File: src/rtl/hazard_ctrl_pkg.sv
// Shared widths, FSM encodings and scoreboard entry type for the hazard controller.
package hazard_ctrl_pkg;
    localparam int ARCH_LEN  = 32;
    localparam int REG_IDX_W = 5;
    localparam int SB_SLOTS  = 3;   // 0=EXE, 1=MEM, 2=WB

    localparam logic [1:0] ST_RUN      = 2'd0;
    localparam logic [1:0] ST_MEM_WAIT = 2'd1;
    localparam logic [1:0] ST_REDIRECT = 2'd2;

    typedef struct packed {
        logic                 valid;
        logic [REG_IDX_W-1:0] rd;
        logic                 is_load;
    } sb_entry_t;
endpackage

File: src/rtl/hazard_ctrl_sb_match.sv
// Per-slot RAW match of the decode sources against the in-flight scoreboard.
module sb_match
    import hazard_ctrl_pkg::*;
(
    input  logic [REG_IDX_W-1:0]         i_rs1,
    input  logic [REG_IDX_W-1:0]         i_rs2,
    input  logic                         i_use_rs1,
    input  logic                         i_use_rs2,
    input  sb_entry_t [SB_SLOTS-1:0]     i_slots,
    output logic [SB_SLOTS-1:0]          o_match
);
    for (genvar g = 0; g < SB_SLOTS; g++) begin : g_slot
        // x0 is hardwired to zero, so a write to it never creates a dependency
        assign o_match[g] = i_slots[g].valid && (i_slots[g].rd != '0) &&
                            ((i_use_rs1 && (i_slots[g].rd == i_rs1)) ||
                             (i_use_rs2 && (i_slots[g].rd == i_rs2)));
    end
endmodule

File: src/rtl/hazard_ctrl.sv
// Pipeline hazard / redirect / dcache-miss sequencing for the 5-stage core.
// Define HAZARD_BYPASS_EN when forwarding exists: only load-use in EXE stalls.
module hazard_ctrl
    import hazard_ctrl_pkg::*;
(
    input  logic                 clk,
    input  logic                 rst,
    input  logic                 id_valid_in,
    input  logic [REG_IDX_W-1:0] id_rs1_in,
    input  logic [REG_IDX_W-1:0] id_rs2_in,
    input  logic                 id_use_rs1_in,
    input  logic                 id_use_rs2_in,
    input  logic [REG_IDX_W-1:0] id_rd_in,
    input  logic                 id_wr_rd_in,
    input  logic                 id_is_load_in,
    input  logic                 kill_exe_in,
    input  logic [ARCH_LEN-1:0]  pc_br_tk_in,
    input  logic                 mem_miss_in,
    input  logic                 mem_fill_done_in,
    output logic                 stall_if_out,
    output logic                 stall_id_out,
    output logic                 stall_exe_out,
    output logic                 stall_mem_out,
    output logic                 flush_if_out,
    output logic                 flush_id_out,
    output logic                 bubble_exe_out,
    output logic                 redirect_valid_out,
    output logic [ARCH_LEN-1:0]  redirect_pc_out
);
    logic [1:0]                r_state;
    logic                      r_pend;
    logic [ARCH_LEN-1:0]       r_tgt;
    sb_entry_t [SB_SLOTS-1:0]  r_sb;

    logic [1:0]                w_state_nxt;
    logic [SB_SLOTS-1:0]       w_match;
    logic                      w_hazard;
    logic                      w_capture;

    sb_match u_sb_match (
        .i_rs1     (id_rs1_in),
        .i_rs2     (id_rs2_in),
        .i_use_rs1 (id_use_rs1_in),
        .i_use_rs2 (id_use_rs2_in),
        .i_slots   (r_sb),
        .o_match   (w_match)
    );

`ifdef HAZARD_BYPASS_EN
    assign w_hazard = id_valid_in && |(w_match & {{(SB_SLOTS-1){1'b0}}, r_sb[0].is_load});
`else
    assign w_hazard = id_valid_in && |w_match;
`endif

    // A kill that coincides with or follows a miss is remembered and replayed after the fill
    assign w_capture = kill_exe_in &&
                       (((r_state == ST_RUN) && mem_miss_in) || (r_state == ST_MEM_WAIT));

    always_comb begin
        w_state_nxt        = ST_RUN;
        stall_if_out       = 1'b0;
        stall_id_out       = 1'b0;
        stall_exe_out      = 1'b0;
        stall_mem_out      = 1'b0;
        flush_if_out       = 1'b0;
        flush_id_out       = 1'b0;
        bubble_exe_out     = 1'b0;
        redirect_valid_out = 1'b0;
        redirect_pc_out    = '0;
        case (r_state)
            ST_RUN: begin
                if (mem_miss_in) begin
                    {stall_if_out, stall_id_out, stall_exe_out, stall_mem_out} = 4'hF;
                    w_state_nxt = ST_MEM_WAIT;
                end else if (kill_exe_in) begin
                    flush_if_out       = 1'b1;
                    flush_id_out       = 1'b1;
                    redirect_valid_out = 1'b1;
                    redirect_pc_out    = pc_br_tk_in;
                end else if (w_hazard) begin
                    stall_if_out   = 1'b1;
                    stall_id_out   = 1'b1;
                    bubble_exe_out = 1'b1;
                end
            end
            ST_MEM_WAIT: begin
                if (mem_fill_done_in)
                    w_state_nxt = (r_pend || kill_exe_in) ? ST_REDIRECT : ST_RUN;
                else begin
                    {stall_if_out, stall_id_out, stall_exe_out, stall_mem_out} = 4'hF;
                    w_state_nxt = ST_MEM_WAIT;
                end
            end
            ST_REDIRECT: begin
                flush_if_out       = 1'b1;
                flush_id_out       = 1'b1;
                redirect_valid_out = 1'b1;
                redirect_pc_out    = r_tgt;
            end
            default: w_state_nxt = ST_RUN;
        endcase
        if (rst) begin
            stall_if_out       = 1'b0;
            stall_id_out       = 1'b0;
            stall_exe_out      = 1'b0;
            stall_mem_out      = 1'b0;
            flush_if_out       = 1'b0;
            flush_id_out       = 1'b0;
            bubble_exe_out     = 1'b0;
            redirect_valid_out = 1'b0;
            redirect_pc_out    = '0;
        end
    end

    always_ff @(posedge clk) begin
        if (rst) begin
            r_state <= ST_RUN;
            r_pend  <= 1'b0;
            r_tgt   <= '0;
            r_sb    <= '0;
        end else begin
            r_state <= w_state_nxt;
            if (w_capture) begin
                r_pend <= 1'b1;
                r_tgt  <= pc_br_tk_in;
            end else if (r_state == ST_REDIRECT) begin
                r_pend <= 1'b0;
            end
            // stall_mem_out only rises together with the other three stalls
            if (!stall_mem_out) begin
                r_sb[2]         <= r_sb[1];
                r_sb[1]         <= r_sb[0];
                r_sb[0].valid   <= id_valid_in && id_wr_rd_in && !stall_id_out && !flush_id_out;
                r_sb[0].rd      <= id_rd_in;
                r_sb[0].is_load <= id_is_load_in;
            end
        end
    end
endmodule

File: config.mk
export PLATFORM = sky130hd
export DESIGN_NAME = hazard_ctrl
export DESIGN_NICKNAME = d
export VERILOG_FILES = /design/src/rtl/hazard_ctrl_pkg.sv /design/src/rtl/hazard_ctrl_sb_match.sv /design/src/rtl/hazard_ctrl.sv
export SDC_FILE = /design/constraint.sdc
export NUM_CORES = 1
export LEC_CHECK = 0
export ABC_AREA = 1
export CAP_MARGIN = 20
export CORE_MARGIN = 4
export CORE_UTILIZATION = 44
export DETAILED_ROUTE_END_ITERATION = 10
export PLACE_DENSITY = 0.78
export SKIP_CTS_REPAIR_TIMING = 1
export SLEW_MARGIN = 20
export SYNTH_ARGS = -nofsm -noshare
export SYNTH_HDL_FRONTEND = slang
export SYNTH_HIERARCHICAL = 1
export SYNTH_SLANG_ARGS = --single-unit
File: constraint.sdc
create_clock -name clk -period 1.5 [get_ports clk]
set_input_delay 0.375 -clock clk [delete_from_list [all_inputs] [get_ports clk]]
set_output_delay 0.375 -clock clk [all_outputs]
set_load 0.02 [all_outputs]
==> metrics.txt, run 1 <==
clock root buffer clkbuf_8; Core Area 7290 um^2; Max clock buf depth 2; Tightest Hold Check Type input pin to flip-flop; CP max stage cell dfxtp_2; RSZ-0062 raised after global routing true; final worst setup slack -0.611 ns; Post-Route WL 15.7 mm; FF+latch area 1100 um^2; Residual DRC 0; crit start category flip-flop; worst hold start kill_exe_in; final setup violation count 42; Max Clock Skew 0.0119 ns; via/cell ratio 5.63; peak supply drop 0.475 mV; Final Hold Viols 0; clk_lat worst skew 0.31 ns; DIE AREA 9000 um^2; final RePlAce weighted congestion 0.939; CP Capture Type output port; reg2reg path depth 8; Gate Count Post-Synth 582; Port-buffer cells 95; Max FO, Critical Path 4; Inserted Clock Buffers 5; Detail Route Antenna Nets 0; worst-path cell chain inv_2, nand2_1, nand2_1, nor2_1, nand3_1, a21oi_2, nor2_1, nand2_2, nand3_4, nor2_4, buf_6; FP Rows 31; Synth Warn # 6; Global Route Usage Sum 0.220; R2R setup slack -0.02 ns; Multi-input gate area 2750 um^2; largest net degree at the start of global routing 37; GRT Residual Overflow 0; Crit Path Class flip-flop to output port; RR Endpoint r_tgt[20]; Layout Cells excl Fill 820; RR Startpoint r_state[1]; initial antenna violation count 0; clock sinks 53; Hold Path Sink r_state[1]; period utilization 1.41; Synth-to-Final Area Change 88.9%; DIE HEIGHT 94.9 um; drt first pass iters 5; smallest hold slack 0.420 ns; shortest period the worst path allows 2.11 ns; Vias 4617; Post-DP Area 4940 um^2; Critical Path AT 1.74 ns; Synth Area per Inst 5.71 um^2; TritonCTS clock tree built; Worst Max-Slew Pin Slew 0.405 ns; Layout fillers 366; post-route cell area 6270 um^2; final core utilization 0.860; max incr delay on CP 0.39 ns; Die W 94.9 um; Leak 3.05 nW; DRT iter0 DRCs 320; H-tree depth 2; max cap viols 0; relative slew slack 0.730; first-pass GRT wire length 16.2 mm; status finished, violations left; HPWL after detailed placement 7.34 mm; Inst Count DP 779; failing checks setup timing; share of layout cells above drive strength 1 0.404; mapped cell area 3320 um^2; Antenna diodes 0; Final Max Slew Viols 0; Setup WS pre-CTS -1.32 ns; CP required 1.12 ns; vias in the first global route 3663; Nets 777; Syn Nets 639; FMAX 474 MHz; worst hold stages 3; starting density of the core 0.456; Worst-path clk slew 0.10 ns; DR WL/cell 19.1 um; power density cells 617 nW/um^2; num ports 97
per-stage QoR:
step	setup TNS, ns	total power [mW]
6_report	-17.46	3.87
5_1_grt	-19.76	4.03
4_1_cts	-41.19	3.42
3_5_place_dp	-53.94	2.64
3_3_place_gp	-52.09	2.61
2_1_floorplan	-0.217	2.20
worst max-delay path by stage:
stage | slack, ns | to | start | depth (start not counted)
after floorplan | -0.12 | stall_if_out | id_rs2_in[3] | 11
after global placement | -1.33 | bubble_exe_out | id_rs1_in[3] | 12
after detailed placement | -1.32 | bubble_exe_out | id_rs1_in[3] | 12
after CTS | -1.34 | bubble_exe_out | id_rs1_in[3] | 12
after global routing | -0.71 | bubble_exe_out | r_sb[2] | 11
final | -0.61 | bubble_exe_out | r_sb[2] | 11
per-layer routing:
layer  up-vias  share of wire  GRT usage
li1       2065              -          -
met1      2191           0.37      0.264
met2       278           0.50      0.388
met3        83          0.073     0.0446
met4         0          0.057     0.0745
met5         -              0          0
report_power, final:
part	leakage (nW)	internal, mW	total [mW]	switching (mW)
registers	0.445	1.51	1.62	0.118
logic	2.56	0.632	1.43	0.795
clock network	0.0439	0.324	0.823	0.499
placed cells by master (no fill, tap or decap), drive strengths merged:
master / count
clkinvlp: 1
nand4: 3
a21oi: 51
nor2: 103
o21ai: 9
buf: 105
dlymetal6s2s: 13
dfxtp: 53
clkbuf: 13
clkdlybuf4s50: 40
nand2: 201
clkinv: 2
inv: 69
nand3: 58
flip-flops by register name, summed over array words and instances (netlist names):
| signal | count |
|---|---|
| r_tgt | 32 |
| r_sb | 18 |
| r_state | 2 |
| r_pend | 1 |
final cells by class:
class | instances | share of cell area
multi-input cells | 425 | 0.438
flip-flops and latches | 53 | 0.176
clock buffers | 5 | 0.0110
inverters | 69 | 0.0429
repair buffers | 166 | 0.310
well taps | 99 | 0.0197
clock inverters | 3 | 0.00279
worst max-delay path, delay by kind of cell, from the launching register on:
kind | cells | cell delay [ns]
and+or+nand+nor | 8 | 0.71
AOI/OAI and AO/OA | 1 | 0.14
buffers and inverters | 2 | 0.19
DFF | 1 | 0.39
No activity file was read; power rests on OpenSTA's default activity.
==> run 2: changes to the inputs <==
--- a/config.mk
+++ b/config.mk
@@ -5,12 +5,12 @@
 export SDC_FILE = /design/constraint.sdc
 export NUM_CORES = 1
 export LEC_CHECK = 0
-export ABC_AREA = 1
 export CAP_MARGIN = 20
 export CORE_MARGIN = 4
-export CORE_UTILIZATION = 44
+export CORE_UTILIZATION = 41
+export CTS_CLUSTER_SIZE = 28
 export DETAILED_ROUTE_END_ITERATION = 10
-export PLACE_DENSITY = 0.78
+export PLACE_DENSITY = 0.86
 export SKIP_CTS_REPAIR_TIMING = 1
 export SLEW_MARGIN = 20
 export SYNTH_ARGS = -nofsm -noshare
==> run 2 against run 1 <==
Net effect: area after synthesis decreased by 17%; final cell count fell by 27%; clock-buffer cell count unchanged; total power down 1.0%; the run still ends with setup timing left.
==> metrics.txt, run 2 <==
peak supply drop 0.519 mV (was 0.475 mV); final setup violation count 48 (was 42); DR WL/cell 17.2 um (was 19.1 um); final core utilization 0.784 (was 0.860); Final Max Slew Viols 0 (unchanged); vias in the first global route 2984 (was 3663); final worst setup slack -0.990 ns (was -0.611 ns); Post-Route WL 10.3 mm (was 15.7 mm); Core Area 6460 um^2 (was 7290 um^2); Port-buffer cells 95 (unchanged); failing checks setup timing (unchanged); FP Rows 29 (was 31); CP required 1.12 ns (about the same); Detail Route Antenna Nets 0 (unchanged); RSZ-0062 raised after global routing true (unchanged); via/cell ratio 5.52 (was 5.63); Synth-to-Final Area Change 82.8% (was 88.9%); max cap viols 0 (unchanged); initial antenna violation count 0 (unchanged); first-pass GRT wire length 14.0 mm (was 16.2 mm); clk_lat worst skew 0.32 ns (was 0.31 ns); Gate Count Post-Synth 373 (was 582); Top Registers r_tgt x32, r_sb x18, r_state x2 (unchanged); clock root buffer clkbuf_8 (unchanged); DIE HEIGHT 90.2 um (was 94.9 um); Die W 90.2 um (was 94.9 um); H-tree depth 2 (unchanged); Worst Max-Slew Pin Slew 0.594 ns (was 0.405 ns); crit start category flip-flop (unchanged); DRT iter0 DRCs 203 (was 320); TritonCTS clock tree built (unchanged); FMAX 402 MHz (was 474 MHz); drt first pass iters 4 (was 5); CP Capture Type output port (unchanged); Residual DRC 0 (unchanged); clock sinks 53 (unchanged); Inserted Clock Buffers 5 (unchanged); Worst-path clk slew 0.11 ns (was 0.10 ns); period utilization 1.66 (was 1.41); num ports 97 (unchanged); Max FO, Critical Path 3 (was 4); final RePlAce weighted congestion 0.939 (about the same); Synth Area per Inst 7.43 um^2 (was 5.71 um^2); relative slew slack 0.604 (was 0.730); shortest period the worst path allows 2.49 ns (was 2.11 ns); Tightest Hold Check Type flip-flop to flip-flop (was input pin to flip-flop); Max Clock Skew 0.0113 ns (was 0.0119 ns); Reg with most FFs r_tgt (unchanged); Total Power 3.83 mW (was 3.87 mW); power density cells 757 nW/um^2 (was 617 nW/um^2); Global Route Usage Sum 0.206 (was 0.220); HPWL after detailed placement 6.32 mm (was 7.34 mm); Nets 575 (was 777); status finished, violations left (unchanged); Crit Path Class flip-flop to output port (unchanged); Final Hold Viols 0 (unchanged); starting density of the core 0.429 (was 0.456); share of layout cells above drive strength 1 0.408 (was 0.404); mapped cell area 2770 um^2 (was 3320 um^2); max reg flops 32 (unchanged); Critical Path AT 2.11 ns (was 1.74 ns); Max clock buf depth 2 (unchanged); most frequent cells in the layout nand2_1, buf_6, buf_4 (was nand2_1, nor2_1, buf_6); Synth Warn # 6 (unchanged); GRT Residual Overflow 0 (unchanged); largest net degree at the start of global routing 56 (was 37); Leak 1.98 nW (was 3.05 nW); DIE AREA 8140 um^2 (was 9000 um^2); most common cell after layout, fill and taps aside nand2_1 (unchanged); Antenna diodes 0 (unchanged); Vias 3292 (was 4617); Syn Nets 430 (was 639)
[run 2: changes by cell type in the layout (fill, tap and decap cells not counted), moves of 21 or more]
cell	change
a21oi_1	+36
nor2_1	-85
nand2_4	-30
nand2_1	-58
a21oi_4	-30
inv_1	-45
buf_4	+21
a22oi_2	+31
xor2_1	+24
nor2_4	+26
[run 2: worst paths after layout]
path         slack (ns)  cells past startpoint      endpoint       from
max reg2reg       -0.34                      7       r_sb[6]    r_sb[9]
min                0.47                      2     r_tgt[20]  r_tgt[20]
min reg2reg        0.47                      2     r_tgt[20]  r_tgt[20]
max               -0.99                      6  stall_id_out   r_sb[16]
[run 2: layer usage]
layer,vias up,GRT usage,share of wire,wire length (um)
li1,1554,-,-,-
met4,0,0.0867,0.034,353
met5,-,0,0,0
met2,158,0.348,0.51,5260
met3,36,0.0392,0.062,637
met1,1544,0.255,0.39,4010
[run 2: cell type report]
cell class                 count  area, um^2
inverter                       1        3.75
clock buffer                   5        68.8
clock inverter                 3        68.8
tap                           77        96.3
timing repair buffer         170        1740
multi-input combinational    287        2020
sequential                    53        1070
fill                         391        1390
[run 2: through the flow]
stage | hold slack (ns) | area (um^2) | instances | setup TNS [ns] | worst slack [ns]
floorplan | 0.430 | 3280 | 373 | -2.92 | -0.560
global placement | 0.443 | 4470 | 557 | -68.99 | -1.43
detailed placement | 0.450 | 4470 | 557 | -71.39 | -1.43
CTS | 0.463 | 4610 | 565 | -56.02 | -1.45
global route | 0.494 | 5070 | 596 | -28.29 | -1.04
finish | 0.474 | 5070 | 596 | -24.11 | -0.990
[run 2: report_power, final]
part / total (mW) / switching [mW] / internal, mW
combinational: 1.09 / 0.548 / 0.546
clock: 1.19 / 0.515 / 0.672
sequential: 1.55 / 0.0682 / 1.48
[run 2: critical path, cell delays in order (launching register included)]
cell and delay, ns:
dfxtp_2 0.33, or4_1 0.57, o21ai_2 0.18, a21oi_2 0.07, o311ai_4 0.36, o21ai_2 0.13
buf_6 0.16
==> run 3: changes to the inputs <==
--- a/config.mk
+++ b/config.mk
@@ -6,6 +6,7 @@
 export NUM_CORES = 1
 export LEC_CHECK = 0
 export CAP_MARGIN = 20
+export CORE_ASPECT_RATIO = 1.1
 export CORE_MARGIN = 4
 export CORE_UTILIZATION = 41
 export CTS_CLUSTER_SIZE = 28
==> run 3 against run 2 <==
Net effect: the run still ends with setup timing left; utilization is 6.6 points higher; setup slack improved by 0.0098 ns; largest power group unchanged; die area about the same; combinational power is 24% higher; sequential power about the same; clock-buffer cell count did not move; critical endpoint is now stall_if_out; critical path type unchanged; global-route usage decreased by 0.50 points; fmax increased by 0.40%; final cell count is 3.0% higher; total power increased by 3.1%.
==> metrics.txt, run 3 (synthesized netlist as in run 2, its figures left out) <==
clock sinks 53 (unchanged); Inserted Clock Buffers 5 (unchanged); smallest hold slack 0.435 ns (was 0.474 ns); failing checks setup timing (unchanged); RSZ-0062 raised after global routing true (unchanged); beginning of the critical path r_sb[16] (unchanged); shortest period the worst path allows 2.48 ns (was 2.49 ns); final setup violation count 90 (was 48); CP required 1.12 ns (about the same); post-route cell area 5610 um^2 (was 5070 um^2); power density cells 705 nW/um^2 (was 757 nW/um^2); Detail Route Antenna Nets 0 (unchanged); DRT iter0 DRCs 206 (was 203); Worst-path clk slew 0.10 ns (was 0.11 ns); final worst setup slack -0.980 ns (was -0.990 ns); peak supply drop 0.695 mV (was 0.519 mV); H-tree depth 2 (unchanged); Tightest Hold Check Type input pin to flip-flop (was flip-flop to flip-flop); final core utilization 0.851 (was 0.784); DIE AREA 8140 um^2 (about the same); initial antenna violation count 0 (unchanged); Critical Path AT 2.11 ns (about the same); Hold Path Sink r_pend (was r_tgt[20]); final setup TNS -31.73 ns (was -24.11 ns); Leak 2.19 nW (was 1.98 nW); CP max stage cell or4_4 (was or4_1); buffer and inverter count on the worst path 1 (unchanged); Final Max Slew Viols 0 (unchanged); Post-Route WL 14.2 mm (was 10.3 mm); Max Clock Skew 0.0244 ns (was 0.0113 ns); starting density of the core 0.420 (was 0.429); clock root buffer clkbuf_8 (unchanged); Core Area 6590 um^2 (was 6460 um^2); via/cell ratio 6.06 (was 5.52); period utilization 1.65 (was 1.66); crit start category flip-flop (unchanged); Post-DP Area 4480 um^2 (was 4470 um^2); max cap viols 0 (unchanged); Port-buffer cells 95 (unchanged); Inst Count DP 560 (was 557); share of layout cells above drive strength 1 0.534 (was 0.408); num ports 97 (unchanged); Worst Max-Slew Pin Slew 0.614 ns (was 0.594 ns); Total Power 3.95 mW (was 3.83 mW); Nets 588 (was 575); worst hold start rst (was r_tgt[20]); Residual DRC 0 (unchanged); GRT Residual Overflow 0 (unchanged); Max clock buf depth 2 (unchanged); HPWL after detailed placement 6.15 mm (was 6.32 mm); final RePlAce weighted congestion 0.869 (was 0.939); DIE HEIGHT 94.2 um (was 90.2 um); most frequent cells in the layout nand2_1, buf_6, dfxtp_1 (was nand2_1, buf_6, buf_4); reg2reg path depth 7 (unchanged); RR Endpoint r_sb[6] (unchanged); Antenna diodes 0 (unchanged); Setup WS pre-CTS -1.50 ns (was -1.43 ns); relative slew slack 0.587 (was 0.604); RR Startpoint r_sb[3] (was r_sb[9]); TritonCTS clock tree built (unchanged); drt first pass iters 5 (was 4); Layout fillers 303 (was 391); Top Registers r_tgt x32, r_sb x18, r_state x2 (unchanged); most common cell after layout, fill and taps aside nand2_1 (unchanged); Synth-to-Final Area Change 102% (was 82.8%); Layout Cells excl Fill 614 (was 596); status finished, violations left (unchanged); Reg with most FFs r_tgt (unchanged); largest delay contributor family on the critical path compound AO/OA/AOI/OAI gates (unchanged); Die W 86.4 um (was 90.2 um); largest net degree at the start of global routing 41 (was 56); Max FO, Critical Path 3 (unchanged); max incr delay on CP 0.55 ns (was 0.57 ns); FMAX 403 MHz (was 402 MHz); FP Rows 31 (was 29); worst hold stages 3 (was 2); first-pass GRT wire length 13.4 mm (was 14.0 mm); CP Capture Type output port (unchanged); clk_lat worst skew 0.33 ns (was 0.32 ns); max reg flops 32 (unchanged); Global Route Usage Sum 0.201 (was 0.206); R2R setup slack -0.28 ns (was -0.34 ns); worst-path cell chain or4_4, o21ai_4, a21oi_2, o311ai_4, o21ai_2, buf_6 (was or4_1, o21ai_2, a21oi_2, o311ai_4, o21ai_2, buf_6); Vias 3723 (was 3292); vias in the first global route 2961 (was 2984); Crit Path Class flip-flop to output port (unchanged); DR WL/cell 23.2 um (was 17.2 um); Final Hold Viols 0 (unchanged)
## run 3: changes by cell type in the layout (fill, tap and decap cells not counted), moves of 3 or more
cell	delta
a21oi_1	-25
a21oi_2	+25
clkbuf_16	+6
nor4_1	-3
nor4_2	+3
nand2_4	+13
buf_4	-12
nand2_2	+12
buf_6	+16
nand2_1	-25
## run 3: worst reg2reg max path, cell delays in order, from the launching register on
cell      delay, ns
dfxtp_2        0.35
buf_6          0.12
xor2_1         0.15
nor4_2         0.29
nand3_1        0.16
a21oi_2        0.22
o311ai_4       0.13
a32o_1         0.26
## run 3: where the power goes
group / internal (mW) / switching (mW) / leakage, nW
clock: 0.502 / 0.529 / 0.0585
sequential: 1.48 / 0.0923 / 0.438
combinational: 0.663 / 0.683 / 1.69
total: 2.65 / 1.30 / 2.19
## run 3: worst max-delay path by stage
stage | cells after the start | to
after floorplan | 6 | stall_if_out
after global placement | 8 | bubble_exe_out
after detailed placement | 8 | bubble_exe_out
after CTS | 8 | bubble_exe_out
after global routing | 8 | bubble_exe_out
final | 6 | stall_if_out
## run 3: routing by layer
metal	routed length [um]	part of all wire	vias up	GRT usage
met4	884	0.062	0	0.0494
met3	1030	0.072	86	0.0316
met1	4940	0.35	1796	0.242
li1	-	-	1582	-
met2	7370	0.52	259	0.367
met5	0	0	-	0
## run 3: layout make-up
type / count / area (um^2) / area share
clock buffers: 5 / 68.8 / 0.0123
clock inverters: 3 / 43.8 / 0.00781
inverters: 1 / 3.75 / 0.000669
multi-input cells: 287 / 2280 / 0.407
flip-flops and latches: 53 / 1080 / 0.192
well taps: 82 / 103 / 0.0183
repair buffers: 183 / 2030 / 0.362
